**config.mk**
```make
export PLATFORM = sky130hd
export DESIGN_NAME = circuit_seq_ctrl
export DESIGN_NICKNAME = d
export VERILOG_FILES = /design/src/rtl/circuit_seq_ctrl.sv
export SDC_FILE = /design/constraint.sdc
export NUM_CORES = 1
export LEC_CHECK = 0
export ABC_AREA = 1
export BUFFER_PORTS_ARGS = -buffer_cell sky130_fd_sc_hd__buf_4
export CORE_MARGIN = 1
export CORE_UTILIZATION = 52
export DETAILED_ROUTE_END_ITERATION = 8
export MAX_ROUTING_LAYER = met4
export PLACE_DENSITY = 0.92
export SYNTH_ARGS = -nofsm -noshare
export SYNTH_HDL_FRONTEND = slang
export SYNTH_SLANG_ARGS = --single-unit
```
**constraint.sdc**
```tcl
create_clock -name clk -period 8.74 [get_ports clk]
set_clock_uncertainty 0.15 [all_clocks]
set_input_delay 0.874 -clock clk [delete_from_list [all_inputs] [get_ports clk]]
set_output_delay 0.874 -clock clk [all_outputs]
set_load 0.02 [all_outputs]
```
**src/rtl/circuit_seq_ctrl.sv**
```systemverilog
// Frame sequencer: restarts the circuit datapath, streams LEN samples into it, waits out its latency
// and offers the captured result. Optional stall timeout enabled by CIRCUIT_SEQ_CTRL_TIMEOUT_EN.
module circuit_seq_ctrl #(
    parameter int unsigned DATA_W  = 32,
    parameter int unsigned Y_W     = 100,
    parameter int unsigned LEN_W   = 16,
    parameter int unsigned DP_LAT  = 1,
    parameter int unsigned TIMEOUT = 1024
) (
    input  logic              clk,
    input  logic              rst,
    input  logic              start,
    input  logic [LEN_W-1:0]  len,
    input  logic              in_valid,
    input  logic [DATA_W-1:0] in_data,
    output logic              in_ready,
    output logic              dp_rst,
    output logic              dp_en,
    output logic [DATA_W-1:0] dp_x,
    input  logic [Y_W-1:0]    dp_y,
    output logic              res_valid,
    output logic [Y_W-1:0]    res_data,
    input  logic              res_ready,
    output logic              busy,
    output logic              err
);

    localparam int unsigned DRAIN_W = $clog2(DP_LAT + 1);

    typedef enum logic [2:0] {
        ST_IDLE  = 3'd0,
        ST_CLEAR = 3'd1,
        ST_RUN   = 3'd2,
        ST_DRAIN = 3'd3,
        ST_DONE  = 3'd4
    } state_e;

    // Reject parameter values the drain/timeout logic cannot honour.
    if (DP_LAT < 1 || TIMEOUT < 1) begin : g_param_check
        $error("circuit_seq_ctrl: DP_LAT and TIMEOUT must be >= 1");
    end

    state_e             state_q, state_d;
    logic [LEN_W-1:0]   len_q, len_d;
    logic [LEN_W-1:0]   cnt_q, cnt_d;
    logic [DRAIN_W-1:0] drain_q, drain_d;
    logic               dp_rst_q, dp_rst_d;
    logic               dp_en_q, dp_en_d;
    logic [DATA_W-1:0]  dp_x_q, dp_x_d;
    logic               res_valid_q, res_valid_d;
    logic [Y_W-1:0]     res_data_q, res_data_d;
    logic               accept;

`ifdef CIRCUIT_SEQ_CTRL_TIMEOUT_EN
    localparam int unsigned STALL_W = $clog2(TIMEOUT) + 1;
    logic [STALL_W-1:0] stall_q, stall_d;
    logic               err_q, err_d;
`endif

    assign in_ready  = (state_q == ST_RUN);
    assign busy      = (state_q != ST_IDLE);
    assign accept    = in_valid && in_ready;
    assign dp_rst    = dp_rst_q;
    assign dp_en     = dp_en_q;
    assign dp_x      = dp_x_q;
    assign res_valid = res_valid_q;
    assign res_data  = res_data_q;
`ifdef CIRCUIT_SEQ_CTRL_TIMEOUT_EN
    assign err       = err_q;
`else
    assign err       = 1'b0;
`endif

    // Next-state and registered-output logic.
    always_comb begin
        state_d     = state_q;
        len_d       = len_q;
        cnt_d       = cnt_q;
        drain_d     = drain_q;
        dp_rst_d    = 1'b0;
        dp_en_d     = 1'b0;
        dp_x_d      = dp_x_q;
        res_valid_d = res_valid_q;
        res_data_d  = res_data_q;
`ifdef CIRCUIT_SEQ_CTRL_TIMEOUT_EN
        stall_d     = stall_q;
        err_d       = err_q;
`endif
        unique case (state_q)
            ST_IDLE: begin
                if (start && (len != '0)) begin
                    state_d  = ST_CLEAR;
                    len_d    = len;
                    dp_rst_d = 1'b1;
                end
            end
            ST_CLEAR: begin
                cnt_d   = '0;
`ifdef CIRCUIT_SEQ_CTRL_TIMEOUT_EN
                stall_d = '0;
                err_d   = 1'b0;
`endif
                state_d = ST_RUN;
            end
            ST_RUN: begin
                if (accept) begin
                    dp_en_d = 1'b1;
                    dp_x_d  = in_data;
                    cnt_d   = cnt_q + LEN_W'(1);
`ifdef CIRCUIT_SEQ_CTRL_TIMEOUT_EN
                    stall_d = '0;
`endif
                    // Exit at len-1 so a maximal len never needs the counter to wrap.
                    if (cnt_q == (len_q - LEN_W'(1))) begin
                        state_d = ST_DRAIN;
                        drain_d = '0;
                    end
                end
`ifdef CIRCUIT_SEQ_CTRL_TIMEOUT_EN
                else if (stall_q == STALL_W'(TIMEOUT - 1)) begin
                    state_d = ST_DRAIN;
                    drain_d = '0;
                    err_d   = 1'b1;
                end else begin
                    stall_d = stall_q + STALL_W'(1);
                end
`endif
            end
            ST_DRAIN: begin
                // One cycle for the dp_en register plus DP_LAT for the datapath itself.
                if (drain_q == DRAIN_W'(DP_LAT)) begin
                    res_data_d  = dp_y;
                    res_valid_d = 1'b1;
                    state_d     = ST_DONE;
                end else begin
                    drain_d = drain_q + DRAIN_W'(1);
                end
            end
            ST_DONE: begin
                if (res_ready) begin
                    res_valid_d = 1'b0;
                    state_d     = ST_IDLE;
                end
            end
            default: begin
                state_d = ST_IDLE;
            end
        endcase
    end

    always_ff @(posedge clk or posedge rst) begin
        if (rst) begin
            state_q     <= ST_IDLE;
            len_q       <= '0;
            cnt_q       <= '0;
            drain_q     <= '0;
            dp_rst_q    <= 1'b0;
            dp_en_q     <= 1'b0;
            dp_x_q      <= '0;
            res_valid_q <= 1'b0;
            res_data_q  <= '0;
        end else begin
            state_q     <= state_d;
            len_q       <= len_d;
            cnt_q       <= cnt_d;
            drain_q     <= drain_d;
            dp_rst_q    <= dp_rst_d;
            dp_en_q     <= dp_en_d;
            dp_x_q      <= dp_x_d;
            res_valid_q <= res_valid_d;
            res_data_q  <= res_data_d;
        end
    end

`ifdef CIRCUIT_SEQ_CTRL_TIMEOUT_EN
    always_ff @(posedge clk or posedge rst) begin
        if (rst) begin
            stall_q <= '0;
            err_q   <= 1'b0;
        end else begin
            stall_q <= stall_d;
            err_q   <= err_d;
        end
    end
`endif

endmodule

```
# Yosys cells after proc, flatten, opt, wreduce, memory -nomap -nowiden
# Index checks and enable logic that the tools add are counted.
dict set report op_classes {
  addsub 3
  n_eq_ne 10
  muxes 19
  n_reduce_logical 15
}
# op count
set op_table {}
lappend op_table {{case mux 16 bit (2 select lines)} 1}
lappend op_table {{adder 16 x 1 -> 16 bit (second input constant)} 1}
lappend op_table {{equality test 16 bit} 1}
lappend op_table {{two-way mux 16 bit} 1}
lappend op_table {{nonzero test 16 bit} 1}
lappend op_table {{subtractor 16 x 1 -> 16 bit (second input constant)} 1}
lappend op_table {{two-way mux 3 bit} 5}
lappend op_table {{case mux 3 bit (5 select lines)} 1}
lappend op_table {{two-way mux 1 bit} 9}
lappend op_table {{AND reduction 2 bit} 4}
lappend op_table {{equality test 3 x 2 -> 1 bit (second input constant)} 2}
lappend op_table {{inequality test 2 bit (second input constant)} 3}
lappend op_table {{AND reduction 3 bit} 2}
lappend op_table {{nonzero test 2 bit} 3}
lappend op_table {{AND reduction 5 bit} 1}
lappend op_table {{inequality test 2 x 1 -> 1 bit (second input constant)} 2}
lappend op_table {{case mux 1 bit (2 select lines)} 2}
lappend op_table {{equality test 3 x 1 -> 1 bit (second input constant)} 1}
lappend op_table {{equality test 3 bit (second input constant)} 1}
lappend op_table {{logical NOT 3 bit} 1}
lappend op_table {{nonzero test 3 bit} 1}
lappend op_table {{logical AND 1 bit} 2}
lappend op_table {{adder 1 bit (second input constant)} 1}
dict set report word_totals {
  register_bits 171
  in_bits 153
  output_inout_bits 138
  word_cells 56
}

# Depth between registers and ports, before layout
dict set report logic_depth {
  word_depth 5
  mapped_depth 16
  ltp_nobuf 16
}

# Worst setup path before layout
# Ideal clock, no wire load.
dict set report synth_path {
  path_kind {reg2reg}
  start {register len_q[0]}
  end {register state_q[1]}
  setup_time_ns 0.117
  t_arrival_ns 1.750
  required_ns 8.473
  setup_slack_ns 6.723
  path_stages_with_launch 15
  n_path_buf 0
  synth_period_minus_slack_ns 2.017
  cell_sequence {dfrtp_1 inv_1 ha_1 nand3_2 nor2_2 nand2_1 nor2_1 xor2_1 inv_1 nor2_1 nand3_1 nand2_1 nand2_1 nand2_1 nand2_1}
}
dict set report synth_via {
  elab_chain_len 4
}
# element line
set synth_rtl {}
lappend synth_rtl {{from (decl)} 44} ;# logic [LEN_W-1:0] len_q, len_d;
lappend synth_rtl {{from (signal assigned)} 164} ;# len_q <= len_d;
lappend synth_rtl {{subtractor 16 x 1 -> 16 bit} 114} ;# if (cnt_q == (len_q - LEN_W'(1))) begin
lappend synth_rtl {{equality test 16 bit} 114}
lappend synth_rtl {{inequality test 2 x 1 -> 1 bit (no source line)} --}
lappend synth_rtl {{AND reduction 5 bit (no source line)} --}
lappend synth_rtl {{to (signal assigned)} 163} ;# state_q <= state_d;
lappend synth_rtl {{to (decl)} 43} ;# state_e state_q, state_d;
# No other way between the ends.
# A chain may end at the register's enable or synchronous reset.

# Final worst setup path
dict set report layout_path {
  start {register state_q[0]}
  end {register cnt_q[4]}
}
dict set report layout_via {
  elab_chain_len 4
  elab_cells_between_ends 7
  cone_classes {3 x eq/ne; 1 x mux; 3 x reduce/logical}
}
# element line
set layout_rtl {}
lappend layout_rtl {{equality test 3 x 2 -> 1 bit} {60, 89}}
lappend layout_rtl {{logical AND 1 bit} 62} ;# assign accept = in_valid && in_ready;
lappend layout_rtl {{inequality test 2 x 1 -> 1 bit (no source line)} --}
lappend layout_rtl {{AND reduction 2 bit (no source line)} --}
lappend layout_rtl {{to (signal assigned)} 165} ;# cnt_q <= cnt_d;
lappend layout_rtl {{to (decl)} 45} ;# logic [LEN_W-1:0] cnt_q, cnt_d;
# Parallel ways exist; a longest one is shown, timed or not.

==> flow_summary.toml <==
[outcome]
status = "finished, final reports clean"

[timing]
setup_viol = 0
slew_headroom = 0.2409
worst_pin_slew_ps = 1137
max_freq_ghz = 0.3910
post-route-period-util = 0.2926
rsz0062_at_grt = "no"
tns_ps = 0
slew_viol_final = 0
min_period_ps = 2557
fin_hold_ws_ps = 331.8
final_hold_viol_count = 0

[critical_path]
critPathLaunchType = "register"
crit_path_max_fanout = 39
worstPathRequired_ps = 8900
worst_setup_path_end_kind = "register"
cp.arrival_ps = 2710
path_class = "reg -> reg"

[cells_and_area]
nets = 1134
final_cell_mix = "buf_4 (292), nand2_1 (201), dfrtp_1 (171)"
drive_gt1_frac = 0.4526
layout_commonest_cell = "buf_4"
fillers = 939
antenna_cells = 0
area_growth_pct = 39.11

[die]
start_util = 0.5298
fp.dieArea_um2 = 14570
core_um2 = 13830
num_rows = 43
ios = 291
dieHeight_um = 120.7
die_w_um = 120.7

[power]
cellPowerDensity_nw_per_um2 = 385.4
peakVddDrop_uv = 274.4
power_leakage_nw = 5.181

[clock_tree]
hold_buffers = 0
cts_made_buffers = 17
clk_latency_ps = 420
h-tree-depth = 4
cts_sinks = 171
cts_resized = 0
cts_setup_buffers = 0
cts_root_buf = "clkbuf_16"
path_clk_slew_ps = 60
cts_tree = "yes"
cts_buffer_depth = 2

[routing]
vias = 6036
wire_per_inst_um = 16.26
dr.pass1.iters = 5
drtIter0Drc = 288
routed_wl_um = 19060
postRouteAntennaNets = 0
drc_errors = 0
avgViaCountPerCell = 5.150

[yosys]
syn_inst = 690
synthesis.area_um2 = 7326
synth_cell_type_count = 34
ys.warnings.count = 0
ys_ff_latch = 171
yosysSeqAreaShare = 0.5841
syn_nets = 845
syn_avg_cell_area_um2 = 10.62

[grt]
grt_max_degree = 93
grt_usage = 0.2742
groute.layer.met2.usage = 0.4641
gr-total-overflow = 0
use_met1 = 0.2892
grt.met3_usage = 0.09670
grt_pass1_wl_um = 29080
first_global_vias = 5968
grt.busiest_layer = "met2"
antenna_found_initial = 0

[job]
maxCapViolations = 0

[min_path]
hold_class = "reg -> reg"

[placed_design]
place_hpwl_um = 14180
placement.io_buffers = 289
gp_congestion = 0.8780
## report_power, final
part / total, W / internal (W) / leakage (nW) / switching [W]
logic: 0.00186 / 0.000835 / 2.85 / 0.00102
registers: 0.00138 / 0.00115 / 2.07 / 0.000229
clock network: 0.000688 / 0.000376 / 0.260 / 0.000313
total: 0.00393 / 0.00236 / 5.18 / 0.00156
## worst max-delay path, cell delays in order, from the launching register on
cell     delay [ps]
dfrtp_1         410
inv_2            80
nand2_2         100
nor2_8          140
nand2_4         230
inv_1           910
nand2_1         150
o21ai_0         200
a21oi_1          60
## sequential cells by signal (all words and copies together), names as in the netlist
register and count:
cnt_q 16, dp_en 1, dp_rst 1, dp_x 32, drain_q 1, len_q 16
res_data 100, res_valid 1, state_q 3
## final cells by class
class                   instances  area, um^2  share of cell area
well taps                     180       225.2             0.02210
clock buffers                  21       450.4             0.04420
flip-flops and latches        171        4279              0.4199
repair buffers                292        2192              0.2151
multi-input cells             456        2796              0.2744
clock inverters                11       88.84            0.008717
inverters                      41       158.9             0.01559
## metal layers
layer  routed length, um  share of wire
met4                 664          0.035
met2                9922           0.52
met3                1373          0.072
met5                   0              0
met1                7100           0.37
## cell usage after synthesis
library cell	instances	area (um^2)
o211a_1	1	10.01
nor2_2	3	18.77
nand3b_1	2	15.01
buf_2	11	55.05
buf_4	2	15.01
o21ai_0	22	110.1
nand4_1	4	25.02
clkbuf_1	6	22.52
mux2_2	100	1126
nand2_1	202	758.2
nor2_1	40	150.1
a21oi_1	11	55.05
inv_1	35	131.4
nor3_2	1	10.01
nor4_1	5	31.28
nand4_4	1	21.27
nor2_4	1	11.26
o21ai_1	2	10.01
nor4_2	1	12.51
nand2_4	2	22.52
nand2_2	2	12.51
nor2_8	1	20.02
or2_2	4	25.02
dfrtp_1	171	4279
buf_1	3	11.26
inv_2	6	22.52
nor3_1	5	25.02
ha_1	2	25.02
xnor2_1	4	35.03
conb_1	1	3.750
xor2_1	10	87.58
nand3_2	4	40.04
nand3_1	24	120.1
o21bai_1	1	7.510
## cells by family (layout without fill, tap and decap cells)
family / Yosys count / count (layout) / synth area share
and+or+nand+nor: 302 / 302 / 0.1800
DFF: 171 / 171 / 0.5841
muxes: 100 / 100 / 0.1537
buffers and inverters: 63 / 365 / 0.03518
AOI/OAI and AO/OA: 37 / 37 / 0.02630
xor gates and xnor gates: 14 / 14 / 0.01674
adders and majority gates: 2 / 2 / 0.003415
other: 1 / 1 / 0.0005119
## metrics by stage
step / utilization / cells / power (W) / instance area (um^2) / setup WS [ps]
global placement: 0.6980 / 1140 / 0.003165 / 9652 / 5936
finish: 0.7370 / 1172 / 0.003927 / 10190 / 6183
CTS: 0.7370 / 1172 / 0.003951 / 10190 / 6192
global route: 0.7370 / 1172 / 0.004136 / 10190 / 5882
floorplan: - / 690 / 0.002466 / 7326 / 3084
detailed placement: 0.6980 / 1140 / 0.003244 / 9652 / 5909
## worst paths after layout
| path | start | slack [ps] | cells past startpoint | endpoint |
|---|---|---|---|---|
| max | state_q[0]$_DFFE_PP0P_ | 6180 | 8 | cnt_q[4]$_DFFE_PP0P_ |
| min | dp_x[6]$_DFFE_PP0P_ | 330 | 2 | dp_x[6]$_DFFE_PP0P_ |
| max reg2reg | state_q[0]$_DFFE_PP0P_ | 6180 | 8 | cnt_q[4]$_DFFE_PP0P_ |
| min reg2reg | dp_x[6]$_DFFE_PP0P_ | 330 | 2 | dp_x[6]$_DFFE_PP0P_ |
| max in group asynchronous | rst | 6470 | 3 | res_data[0]$_DFFE_PP0P_ |
| min in group asynchronous | rst | 460 | 2 | res_data[68]$_DFFE_PP0P_ |
Power figures use the tool's default switching activity.
